## config.mk

```make
export PLATFORM = sky130hd
export DESIGN_NAME = msrv32_pipe_skid_reg
export DESIGN_NICKNAME = d
export VERILOG_FILES = /design/src/rtl/msrv32_pipe_skid_reg.sv
export SDC_FILE = /design/constraint.sdc
export NUM_CORES = 1
export LEC_CHECK = 0
export CORE_ASPECT_RATIO = 1.2
export CORE_MARGIN = 2
export CORE_UTILIZATION = 45
export CTS_CLUSTER_DIAMETER = 100
export DETAILED_ROUTE_END_ITERATION = 10
export GPL_TIMING_DRIVEN = 0
export PLACE_DENSITY = 0.72
export SYNTH_ARGS = -nofsm -noshare
export SYNTH_HDL_FRONTEND = slang
export SYNTH_SLANG_ARGS = --single-unit
```

## constraint.sdc

```tcl
create_clock -name clk_in -period 5.7 [get_ports clk_in]
set_input_delay 1.14 -clock clk_in [delete_from_list [all_inputs] [get_ports clk_in]]
set_output_delay 1.14 -clock clk_in [all_outputs]
set_load 0.005 [all_outputs]
```

## src/rtl/msrv32_pipe_skid_reg.sv

```systemverilog
// Generic RV32I pipeline stage register: ready/valid handshake, 2-entry skid buffer,
// flush with optional NOP injection and a saturating count of flushed entries.
module msrv32_pipe_skid_reg #(
    parameter int unsigned          DATA_W       = 64,
    parameter logic [DATA_W-1:0]    NOP_VALUE    = '0,
    parameter bit                   FLUSH_TO_NOP = 1'b1,
    parameter int unsigned          CNT_W        = 8
) (
    input  logic              clk_in,
    input  logic              reset_in,
    input  logic              flush_in,
    input  logic              in_valid_in,
    output logic              in_ready_out,
    input  logic [DATA_W-1:0] in_data_in,
    output logic              out_valid_out,
    input  logic              out_ready_in,
    output logic [DATA_W-1:0] out_data_out,
    output logic [1:0]        occupancy_out,
    output logic [CNT_W-1:0]  drop_count_out
);

    typedef enum logic [1:0] {
        S_EMPTY = 2'd0,
        S_ONE   = 2'd1,
        S_TWO   = 2'd2
    } state_t;

    state_t              r_state;
    logic                r_out_valid;
    logic                r_in_ready;
    logic [DATA_W-1:0]   r_main;
    logic [DATA_W-1:0]   r_skid;
    logic [CNT_W-1:0]    r_drop_cnt;

    logic                w_accept;
    logic                w_emit;
    logic [1:0]          w_occ;
    logic [1:0]          w_drop;
    logic [CNT_W+1:0]    w_cnt_sum;
    logic [CNT_W-1:0]    w_cnt_sat;

    assign w_accept = in_valid_in & r_in_ready;
    assign w_emit   = r_out_valid & out_ready_in;
    assign w_occ    = r_state;

    // An entry emitted in the flush cycle was delivered, so it is not counted as dropped.
    assign w_drop    = w_occ - {1'b0, w_emit};
    assign w_cnt_sum = {2'b00, r_drop_cnt} + {{CNT_W{1'b0}}, w_drop};
    assign w_cnt_sat = (w_cnt_sum[CNT_W+1:CNT_W] != 2'b00) ? '1 : w_cnt_sum[CNT_W-1:0];

    always_ff @(posedge clk_in or posedge reset_in) begin
        if (reset_in) begin
            r_state     <= S_EMPTY;
            r_out_valid <= 1'b0;
            r_in_ready  <= 1'b1;
            r_main      <= NOP_VALUE;
            r_skid      <= '0;
            r_drop_cnt  <= '0;
        end else if (flush_in) begin
            r_state     <= S_EMPTY;
            r_out_valid <= 1'b0;
            r_in_ready  <= 1'b1;
            r_drop_cnt  <= w_cnt_sat;
            if (FLUSH_TO_NOP) begin
                r_main <= NOP_VALUE;
            end
        end else begin
            case (r_state)
                S_EMPTY: begin
                    if (w_accept) begin
                        r_main      <= in_data_in;
                        r_state     <= S_ONE;
                        r_out_valid <= 1'b1;
                    end
                end
                S_ONE: begin
                    if (w_accept && w_emit) begin
                        r_main <= in_data_in;
                    end else if (w_accept) begin
                        r_skid     <= in_data_in;
                        r_state    <= S_TWO;
                        r_in_ready <= 1'b0;
                    end else if (w_emit) begin
                        r_state     <= S_EMPTY;
                        r_out_valid <= 1'b0;
                    end
                end
                S_TWO: begin
                    if (w_emit) begin
                        r_main     <= r_skid;
                        r_state    <= S_ONE;
                        r_in_ready <= 1'b1;
                    end
                end
                default: begin
                    r_state     <= S_EMPTY;
                    r_out_valid <= 1'b0;
                    r_in_ready  <= 1'b1;
                end
            endcase
        end
    end

    assign in_ready_out   = r_in_ready;
    assign out_valid_out  = r_out_valid;
    assign out_data_out   = r_main;
    assign occupancy_out  = w_occ;
    assign drop_count_out = r_drop_cnt;

endmodule

```

-- Word-level counts from Yosys, hierarchy flattened
Cells that the tools add are included.
- register bits after elaboration: 140
- input bits: 69
- mux-type cells: 24
- bitwise gates (word level): 4
- $add $sub $neg: 2
- reduce and logical (&&, ||, !) cells: 9
- eq/ne operators: 12
- operator list (operator ; number):
    $mux 64 ; 4
    $pmux 64 s3 ; 1
    $ne 3x3->1 const B ; 7
    $reduce_and 4->1 ; 4
    $mux 2 ; 6
    $add 8x2->9 ; 1
    $mux 1 ; 9
    $mux 8 ; 1
    $pmux 1 s3 ; 2
    $pmux 2 s3 ; 1
    $reduce_and 5->1 ; 1
    $ne 2x2->1 const B ; 2
    $ne 4x4->1 const B ; 1
    $reduce_bool 4->1 ; 1
    $and 1x1->1 ; 2
    $eq 2x1->1 const B ; 1
    $eq 2x2->1 const B ; 1
    $logic_not 2->1 ; 1
    $not 1->1 ; 2
    $reduce_bool 2->1 ; 1
    $sub 2x1->2 ; 1
    $logic_and 1x1->1 ; 1

-- Longest topological paths before layout
Gate-level depths: netlist of the first run.
- depth in word-level cells: 6
- gate-level depth with buffers: 10
- mapped depth without buffers: 8

-- Least setup slack after synthesis of the first run
No wires, ideal clock.
- kind: input-to-reg
- start point: input out_ready_in
- end point: register r_drop_cnt[6] (netlist: drop_count_out[6])
- arrival time: 2.944 ns
- path slack: 2.631 ns
- buffers on the path: 2
- data required time: 5.575 ns
- setup time: 0.125 ns
- cell stages on the path: 10
- cells stage by stage: and2_1 clkbuf_2 ha_1 inv_1 ha_1 fa_1 and3_1 clkbuf_1 nand4_1 mux2_2
- word-level cells in the longest chain between the ends: 5
- RTL lines (element ; line ; RTL):
    from (decl) ; 16 ; input logic out_ready_in,
    $and 1x1->1 (*) ; 43 ; assign w_emit = r_out_valid & out_ready_in;
    $sub 2x1->2 (*) ; 47 ; assign w_drop = w_occ - {1'b0, w_emit};
    $add 8x2->9 (*) ; 48 ; assign w_cnt_sum = {2'b00, r_drop_cnt} + {{CNT_W{1'b0}}, w_drop};
    $reduce_bool 2->1 ; 49 ; assign w_cnt_sat = (w_cnt_sum[CNT_W+1:CNT_W] != 2'b00) ? '1 : w_cnt_sum[CNT_W-1:0];
    $mux 8 (*) ; 49 ;
    to (signal assigned) ; 63 ; r_drop_cnt <= w_cnt_sat;
    to (decl) ; 33 ; logic [CNT_W-1:0] r_drop_cnt;
Mark *: on every way between the ends. The rest lies on a longest branch, timed or not.
A chain may end at the register's enable or synchronous reset.

-- Worst setup path in the final report of the first run
Ends and elaborated chain as after synthesis.

==> results of run 1 <==
final timing paths:
path,start,end
max in group asynchronous,reset_in,out_data_out[2]
hold / removal,r_skid[29],r_skid[29]
setup / recovery,out_ready_in,drop_count_out[6]
hold reg to reg,r_skid[29],r_skid[29]
min in group asynchronous,reset_in,r_skid[25]
setup reg to reg,out_valid_out,drop_count_out[6]
logic make-up (layout without fill, tap and decap cells):
| kind of cell | after synthesis | after routing |
|---|---|---|
| buffers and inverters | 65 | 242 |
| AND/OR/NAND/NOR | 27 | 27 |
| XOR/XNOR | 1 | 1 |
| multiplexers | 132 | 132 |
| adder cells (fa/ha/maj) | 4 | 4 |
| flip-flops | 140 | 140 |
| AO/OA/AOI/OAI | 146 | 146 |
synthesized netlist by cell type, drive strengths merged:
| cell | instances | share of area [%] |
|---|---|---|
| dfrtp | 139 | 53 |
| mux2i | 67 | 10 |
| mux2 | 65 | 11 |
| o31ai | 65 | 7.4 |
| o2111ai | 64 | 8.5 |
| clkbuf | 34 | 2.0 |
| buf | 24 | 2.3 |
| nand2 | 8 | 0.45 |
| inv | 7 | 0.40 |
| a21oi | 6 | 0.45 |
| and3 | 3 | 0.28 |
| ha | 3 | 0.57 |
| nand3 | 3 | 0.23 |
| a21o | 2 | 0.23 |
| nor2 | 2 | 0.11 |
| a211o | 1 | 0.13 |
| a211oi | 1 | 0.11 |
| a21boi | 1 | 0.11 |
| a311o | 1 | 0.15 |
| a31oi | 1 | 0.095 |
| and2 | 1 | 0.095 |
| and4 | 1 | 0.13 |
| dfstp | 1 | 0.40 |
| fa | 1 | 0.30 |
| nand2b | 1 | 0.095 |
| nand3b | 1 | 0.11 |
| nand4 | 1 | 0.095 |
| nand4b | 1 | 0.13 |
| nor3 | 1 | 0.076 |
| nor3b | 1 | 0.11 |
| nor4 | 1 | 0.32 |
| o211a | 1 | 0.15 |
| o211ai | 1 | 0.11 |
| o21a | 1 | 0.11 |
| o21ai | 1 | 0.076 |
| or3 | 1 | 0.095 |
| or4 | 1 | 0.11 |
| xor2 | 1 | 0.13 |
stage by stage:
step	hold WS (ns)	total power, mW	setup TNS, ns
after floorplan	0.4574	1.984	0
after global placement	0.4674	2.339	-134.70
after detailed placement	0.4754	2.400	0
after CTS	0.4886	3.636	0
after global routing	0.5105	3.789	0
final	0.4832	3.608	0
sequential cells by signal (all words and copies together), names as in the netlist:
name            flops
drop_count_out      8
in_ready_out        1
occupancy_out       2
out_data_out       64
out_valid_out       1
r_skid             64
power groups by stage:
| stage | Clock (mW) | Sequential [mW] | Combinational [mW] |
|---|---|---|---|
| 2_1_floorplan | 0 | 1.48 | 0.505 |
| 3_3_place_gp | 0 | 1.50 | 0.838 |
| 3_5_place_dp | 0 | 1.52 | 0.878 |
| 4_1_cts | 1.24 | 1.51 | 0.885 |
| 5_1_grt | 1.28 | 1.55 | 0.958 |
| 6_report | 1.22 | 1.51 | 0.873 |
layer usage:
| metal | routed length, microns | global-route usage [%] | part of all wire [%] |
|---|---|---|---|
| met1 | 7193 | 28.55 | 42 |
| met3 | 860 | 4.960 | 5.0 |
| met5 | 0 | 0 | 0 |
| met2 | 8924 | 39.32 | 52 |
| met4 | 337 | 9.214 | 1.9 |
area by class of cell:
| cell class | count | area, sq um | share of cell area, % |
|---|---|---|---|
| Sequential cell | 140 | 3505 | 39.13 |
| Multi-Input combinational cell | 310 | 2795 | 31.21 |
| Timing Repair Buffer | 145 | 1469 | 16.40 |
| Clock buffer | 21 | 470.5 | 5.252 |
| Buffer | 58 | 279.0 | 3.115 |
| Tap cell | 175 | 219.0 | 2.444 |
| Clock inverter | 11 | 188.9 | 2.109 |
| Inverter | 7 | 31.28 | 0.3492 |
worst reg2reg max path, stage by stage, from the launching register on:
cell and delay [ns]:
dfrtp_1 0.43, and2_1 0.18, clkbuf_2 0.15, ha_1 0.29, inv_1 0.04, ha_1 0.20
fa_1 0.39, and3_1 0.16, clkbuf_1 0.15, nand4_1 0.12, mux2_2 0.33
==> results.json, run 1 <==
{
  "grt_first_pass_wirelength_microns": 27560,
  "synthAdderAreaFrac_pct": 0.8714,
  "layout.cells.non_filler": 867,
  "hold_viol": 0,
  "finalClockSkew_ns": 0.004187,
  "netlist_instances": 515,
  "clk_pin_slew_ns": 0.06,
  "crit_type": "in -> reg",
  "grt_overflow": 0,
  "maxSlewHeadroom_pct": 37.78,
  "fin_crit_sh_pct": 58.38,
  "status": "finished clean",
  "holdPathStages": 1,
  "wl_microns": 17320,
  "grt_pass1_vias": 5185,
  "stdcell_area_sq_mm": 0.008957,
  "row_count": 48,
  "slew_violations": 0,
  "ctsResizeCount": 0,
  "ios": 145,
  "antenna_left": 0,
  "routed_via_density": 5.932,
  "cp_cell_sequence": "clkdlybuf4s50_1, and2_1, clkbuf_2, ha_1, inv_1, ha_1, fa_1, and3_1, clkbuf_1, nand4_1, mux2_2",
  "ir_drop_mv": 0.2268,
  "portBuffers": 144,
  "clk_latency_ns": 0.42,
  "end_kind": "flip-flop",
  "layout-drive-gt1-share_pct": 16.62,
  "utilization_pct": 62.40,
  "initial_core_util_pct": 46.02,
  "powerDensity_mw_per_mm2": 402.8,
  "layout_common_cells": "clkdlybuf4s50_1 (144), dfrtp_1 (139), mux2i_1 (67), o31ai_1 (65), o2111ai_1 (64)",
  "placed_area_sq_mm": 0.008298,
  "synthXorXnorAreaFrac_pct": 0.1326,
  "synth.area.mux_share_pct": 21.24,
  "fill_cells": 1144,
  "layout_commonest_cell": "clkdlybuf4s50_1",
  "clock_sinks": 140,
  "syn_area_sq_mm": 0.006605,
  "syn_nets": 588,
  "maxCapViolations": 0,
  "rsz0062_at_grt": "false",
  "cpLargestDelayFamily": "adder cells",
  "wl_per_cell_microns": 19.97,
  "antenna_found_initial": 0,
  "synth_top_family_by_area": "multiplexers",
  "place_ws_ns": 1.950,
  "synth-simple-area-share_pct": 2.463,
  "hpwl_microns": 12050,
  "min_path_type": "reg -> reg",
  "fin_crit_ns": 3.328,
  "num_vias": 5143,
  "clkPwrFrac_pct": 33.9,
  "cp_slowest_cell": "clkdlybuf4s50_1",
  "grt_max_degree": 84,
  "p_leak_nw": 4.002,
  "p_sw_mw": 0.9766,
  "p_int_mw": 2.631,
  "htree_levels": 4,
  "finalSetupViolCount": 0,
  "cp.depth": 11,
  "ys_types": 42,
  "diodes": 0,
  "synth_area_per_cell_sq_um": 12.83,
  "max_stage_delay_ns": 0.49,
  "setup_ws_ns": 2.372,
  "cts_tree": "built",
  "place_congestion": 0.7581,
  "die-height_microns": 136.7,
  "yosysWarnings": 0,
  "placedCellCount": 835,
  "p_sw_share_pct": 27.07,
  "fmax_mhz": 300.5,
  "cts_made_buffers": 17,
  "first_pass_iters": 5,
  "synth-compound-area-share_pct": 17.62,
  "nets": 752,
  "required_ns": 6.01,
  "area_growth_pct": 35.61,
  "postCtsSetupRepairBufs": 0,
  "critPathBufInv": 4,
  "cp-start-kind": "primary input",
  "worst_pin_slew_ns": 0.9264,
  "seqPwrFrac_pct": 41.9,
  "grt_usage_pct": 23.07,
  "r2r_cells": 10,
  "clock_path_buffers": 2,
  "drc": 0,
  "cts.root.buffer_cell": "clkbuf_16",
  "fp.coreArea_sq_mm": 0.01435,
  "synth_seq_cells": 140,
  "die_w_microns": 114.6,
  "synth-seq-area-share_pct": 53.06,
  "cts_hold_buf": 0,
  "dieArea_sq_mm": 0.01567,
  "crit_path_max_fanout": 6,
  "r2r_setup_slack_ns": 3.15,
  "drtIter0Drc": 296,
  "crit_top_cell": "ha_1",
  "p_comb_share_pct": 24.2,
  "arrival_ns": 3.63
}
Note: power is estimated with default switching activity, not from simulation.
==> run 2: changes to the inputs <==
PLACE_DENSITY = 0.75   (was 0.72)
clock period = 2.7 ns   (was 5.7 ns; I/O delays follow)
==> results.json, run 2 (synthesis results as in run 1) <==
{
  "grt_max_degree": 43,
  "wl_per_cell_microns": 19.87,
  "multi_input_area_sq_mm": 0.002795,
  "die_w_microns": 114.6,
  "cp-start-kind": "primary input",
  "placed_area_sq_mm": 0.008329,
  "layout_commonest_cell": "clkdlybuf4s50_1",
  "arrival_ns": 2.88,
  "p_leak_nw": 4.007,
  "clk_pin_slew_ns": 0.06,
  "grt_first_pass_wirelength_microns": 27010,
  "status": "finished clean",
  "p_int_mw": 5.500,
  "drtIter0Drc": 314,
  "stdcell_area_sq_mm": 0.008967,
  "cts_made_buffers": 17,
  "layout-drive-gt1-share_pct": 16.76,
  "diodes": 0,
  "ir_drop_mv": 0.4817,
  "routed_via_density": 5.888,
  "rsz0062_at_grt": "false",
  "cp_cell_sequence": "clkdlybuf4s50_1, clkbuf_1, nor4_4, buf_6, mux2_2",
  "antenna_found_initial": 0,
  "fmax_mhz": 387.8,
  "layout.cells.non_filler": 867,
  "end_kind": "flip-flop",
  "min_path_type": "reg -> reg",
  "max_stage_delay_ns": 0.96,
  "fin_crit_ns": 2.579,
  "grt_overflow": 0,
  "p_comb_share_pct": 24.4,
  "crit_path_max_fanout": 10,
  "grt_pass1_vias": 5240,
  "postCtsSetupRepairBufs": 0,
  "fin_crit_sh_pct": 95.52,
  "finalSetupViolCount": 0,
  "die-height_microns": 136.7,
  "critPathBufInv": 3,
  "portBuffers": 144,
  "clock_sinks": 140,
  "layout_common_cells": "clkdlybuf4s50_1 (143), dfrtp_1 (139), mux2i_1 (67), o31ai_1 (65), o2111ai_1 (64)",
  "regArea_sq_mm": 0.003505,
  "first_pass_iters": 4,
  "clock_path_buffers": 2,
  "nets": 754,
  "cts.root.buffer_cell": "clkbuf_16",
  "antenna_left": 0,
  "ios": 145,
  "hpwl_microns": 12090,
  "grt_usage_pct": 22.52,
  "place_congestion": 0.7322,
  "initial_core_util_pct": 46.02,
  "wl_microns": 17230,
  "seqPwrFrac_pct": 42.1,
  "num_vias": 5105,
  "row_count": 48,
  "fill_cells": 1157,
  "maxSlewHeadroom_pct": 30.03,
  "crit_type": "in -> reg",
  "slew_violations": 0,
  "powerDensity_mw_per_mm2": 844.4,
  "cp_slowest_cell": "nor4_4",
  "drc": 0,
  "area_growth_pct": 35.76,
  "maxCapViolations": 0,
  "fp.coreArea_sq_mm": 0.01435,
  "clkPwrFrac_pct": 33.5,
  "worst_pin_slew_ns": 1.042,
  "hold_viol": 0,
  "htree_levels": 4,
  "required_ns": 3.00,
  "clk_latency_ns": 0.42,
  "cts_tree": "built",
  "placedCellCount": 837,
  "finalClockSkew_ns": 0.007943,
  "p_sw_mw": 2.072,
  "dieArea_sq_mm": 0.01567,
  "p_sw_share_pct": 27.37,
  "cpLargestDelayFamily": "buffers and inverters"
}
[run 2: cell count changes in the layout (fill, tap and decap cells not counted)]
cell | before | now
clkbuf_8 | 3 | 1
inv_6 | 1 | 0
clkbuf_1 | 34 | 33
dlymetal6s2s_1 | 0 | 1
clkdlybuf4s50_1 | 144 | 143
buf_16 | 1 | 0
clkinvlp_4 | 2 | 4
buf_12 | 0 | 3
[run 2: final cells by class]
type	instances	area share (%)
multi-input cells	310	31.17
clock inverters	12	2.191
repair buffers	147	16.77
inverters	7	0.3349
clock buffers	18	4.897
well taps	175	2.442
plain buffers	58	3.111
flip-flops and latches	140	39.08
[run 2: through the flow]
stage          TNS, ns  hold slack (ns)  setup slack (ns)  utilization [%]  power, mW
2_1_floorplan        0           0.4574            0.2312                -      4.189
3_3_place_gp   -130.56           0.4673           -0.7349            57.61      4.938
3_5_place_dp    -33.47           0.4829           -0.4349            58.03      5.066
4_1_cts              0           0.4979          0.003820            62.46      7.624
5_1_grt              0           0.5148          0.006583            62.47      7.954
6_report             0           0.4936            0.1211            62.47      7.572
[run 2: what timing repair did]
action / in CTS / in global routing
endpoints found under the setup margin: 0 / 35
hold endpoints to repair: 0 / 0
gates resized for setup: 0 / 1
hold buffers: 0 / 0
[run 2: worst paths after layout]
check | start | to | slack (ns) | cells past startpoint
worst max-delay path | flush_in | r_skid[15] | 0.12 | 5
worst min-delay path | r_skid[58] | r_skid[58] | 0.49 | 1
worst max register to register | out_valid_out | drop_count_out[6] | 0.14 | 10
worst min register to register | r_skid[58] | r_skid[58] | 0.49 | 1
max in group asynchronous | reset_in | out_data_out[20] | 1.19 | 4
min in group asynchronous | reset_in | drop_count_out[2] | 0.64 | 2
[run 2: power by group through the flow]
stage               combinational [mW]  sequential (mW)  clock, mW
global route                      2.02             3.26       2.67
floorplan                         1.07             3.12          0
finish                            1.85             3.19       2.54
detailed placement                1.86             3.21          0
CTS                               1.87             3.18       2.57
global placement                  1.77             3.17          0
[run 2: metal layers]
metal	vias to the layer above	track usage (%)	routed length [microns]
li1	2354	-	-
met1	2580	26.87	6987
met2	142	39.25	9134
met3	29	4.562	688
met4	0	9.959	418
met5	-	0	0
==> run 3: changes to the inputs <==
DONT_BUFFER_PORTS = 1   (was unset)
PLACE_DENSITY = 0.62   (was 0.75)
==> results.json, run 3 (synthesis results as in run 1) <==
{
  "clk_latency_ns": 0.42,
  "powerDensity_mw_per_mm2": 894.8,
  "finalClockSkew_ns": 0.008990,
  "antenna_found_initial": 0,
  "worstReg2RegStart": "out_valid_out",
  "cts_made_buffers": 17,
  "cts_tree": "built",
  "drtIter0Drc": 196,
  "grt_first_pass_wirelength_microns": 25450,
  "antenna_left": 0,
  "worstSetupStartpoint": "out_valid_out",
  "die-height_microns": 136.7,
  "diodes": 0,
  "place_congestion": 0.8150,
  "fin_crit_ns": 2.485,
  "max_stage_delay_ns": 0.45,
  "nets": 611,
  "htree_levels": 4,
  "cp_slowest_cell": "dfrtp_2",
  "fp.coreArea_sq_mm": 0.01435,
  "crit_path_max_fanout": 6,
  "area_growth_pct": 13.03,
  "ios": 145,
  "worst_pin_slew_ns": 0.9648,
  "layout_common_cells": "dfrtp_1 (138), mux2i_1 (67), o31ai_1 (65), o2111ai_1 (64), mux2_2 (61)",
  "layout-drive-gt1-share_pct": 21.27,
  "portBuffers": 0,
  "ir_drop_mv": 0.4555,
  "cts.root.buffer_cell": "clkbuf_16",
  "first_pass_iters": 4,
  "required_ns": 3.00,
  "utilization_pct": 52.01,
  "hpwl_microns": 11540,
  "grt_max_degree": 38,
  "grt_pass1_vias": 4681,
  "clk_pin_slew_ns": 0.06,
  "end_kind": "flip-flop",
  "postCtsSetupRepairBufs": 0,
  "cp-start-kind": "flip-flop",
  "drc": 0,
  "crit_top_cell": "ha_1",
  "routed_via_density": 6.255,
  "row_count": 48,
  "grt_overflow": 0,
  "clock_sinks": 140,
  "maxSlewHeadroom_pct": 35.20,
  "crit_type": "reg -> reg",
  "arrival_ns": 2.79,
  "p_leak_nw": 3.432,
  "initial_core_util_pct": 46.02,
  "clock_path_buffers": 2,
  "hold_viol": 0,
  "wl_per_cell_microns": 22.09,
  "fin_crit_sh_pct": 92.03,
  "rsz0062_at_grt": "false",
  "wl_microns": 16010,
  "fmax_mhz": 402.4,
  "dieArea_sq_mm": 0.01567,
  "finalPower_mw": 6.680,
  "min_path_type": "in -> reg",
  "status": "finished clean",
  "slew_violations": 0,
  "cp_cell_sequence": "and2_1, clkbuf_2, ha_1, inv_1, ha_1, fa_1, and3_1, nand4_1, mux2_2",
  "layout_commonest_cell": "dfrtp_1",
  "die_w_microns": 114.6,
  "grt_usage_pct": 21.27,
  "finalSetupViolCount": 0,
  "fill_cells": 1246,
  "maxCapViolations": 0,
  "min_from": "in_data_in[29]",
  "num_vias": 4535
}
run 3: cell types whose count changed in the layout (fill, tap and decap cells not counted), sizes merged:
cell / delta
bufinv: -5
clkbuf: +6
clkdlybuf4s50: -143
dlygate4sd3: +1
dlymetal6s2s: -1
buf: +1
clkinvlp: -1
run 3: per-layer routing:
layer  part of all wire [%]  wire length (microns)  vias to the layer above  global-route usage [%]
met5                      0                      0                        -                       0
met4                    2.1                    329                        0                   8.537
met3                    9.3                   1495                       24                   8.769
met2                     49                   7907                      153                   34.42
met1                     39                   6280                     2291                   25.15
li1                       -                      -                     2067                       -
run 3: critical path, delay by kind of cell, from the launching register on:
| family | cells | cell delay, ns |
|---|---|---|
| simple gates | 3 | 0.51 |
| flops | 1 | 0.45 |
| mux | 1 | 0.34 |
| buf+inv | 2 | 0.19 |
| fa+ha+maj | 3 | 0.88 |
run 3: worst paths after layout:
path / endpoint / slack (ns) / depth (start not counted)
setup / recovery: drop_count_out[6] / 0.22 / 9
hold / removal: r_skid[29] / 0.25 / 1
setup reg to reg: drop_count_out[6] / 0.22 / 9
hold reg to reg: r_skid[29] / 0.49 / 1
max in group asynchronous: r_skid[11] / 1.41 / 4
min in group asynchronous: drop_count_out[2] / 0.56 / 2
run 3: area by class of cell:
class	count	area [sq um]	area share, %
Clock buffer	25	515.5	6.905
Tap cell	175	219.0	2.933
Multi-Input combinational cell	310	2795	37.44
Timing Repair Buffer	5	90.09	1.207
Inverter	7	30.03	0.4022
Clock inverter	6	35.03	0.4692
Sequential cell	140	3506	46.96
Buffer	57	275.3	3.687
run 3: what timing repair did:
item / CTS / global route
hold buffers: 1 / 0
gates resized for setup: 0 / 1
hold endpoints to repair: 9 / 0
endpoints found under the setup margin: 0 / 1
run 3: per-stage QoR:
| stage | worst slack (ns) | TNS (ns) | hold slack (ns) | instance area, sq um | instances |
|---|---|---|---|---|---|
| after detailed placement | 0.08177 | 0 | 0.3851 | 6908 | 694 |
| after floorplan | 0.2312 | 0 | 0.4574 | 6609 | 515 |
| final | 0.2151 | 0 | 0.2525 | 7466 | 725 |
| after CTS | 0.08646 | 0 | 0.2315 | 7468 | 726 |
| after global routing | 0.07177 | 0 | 0.2343 | 7466 | 725 |
| after global placement | -0.3262 | -43.71 | 0.4677 | 6828 | 690 |
run 3: report_power, final:
| part | internal (mW) | switching [mW] | total, mW | leakage [nW] |
|---|---|---|---|---|
| clock | 1.31 | 0.846 | 2.15 | 0.271 |
| sequential | 2.78 | 0.453 | 3.23 | 1.75 |
| combinational | 0.671 | 0.621 | 1.29 | 1.42 |
| total | 4.76 | 1.92 | 6.68 | 3.43 |
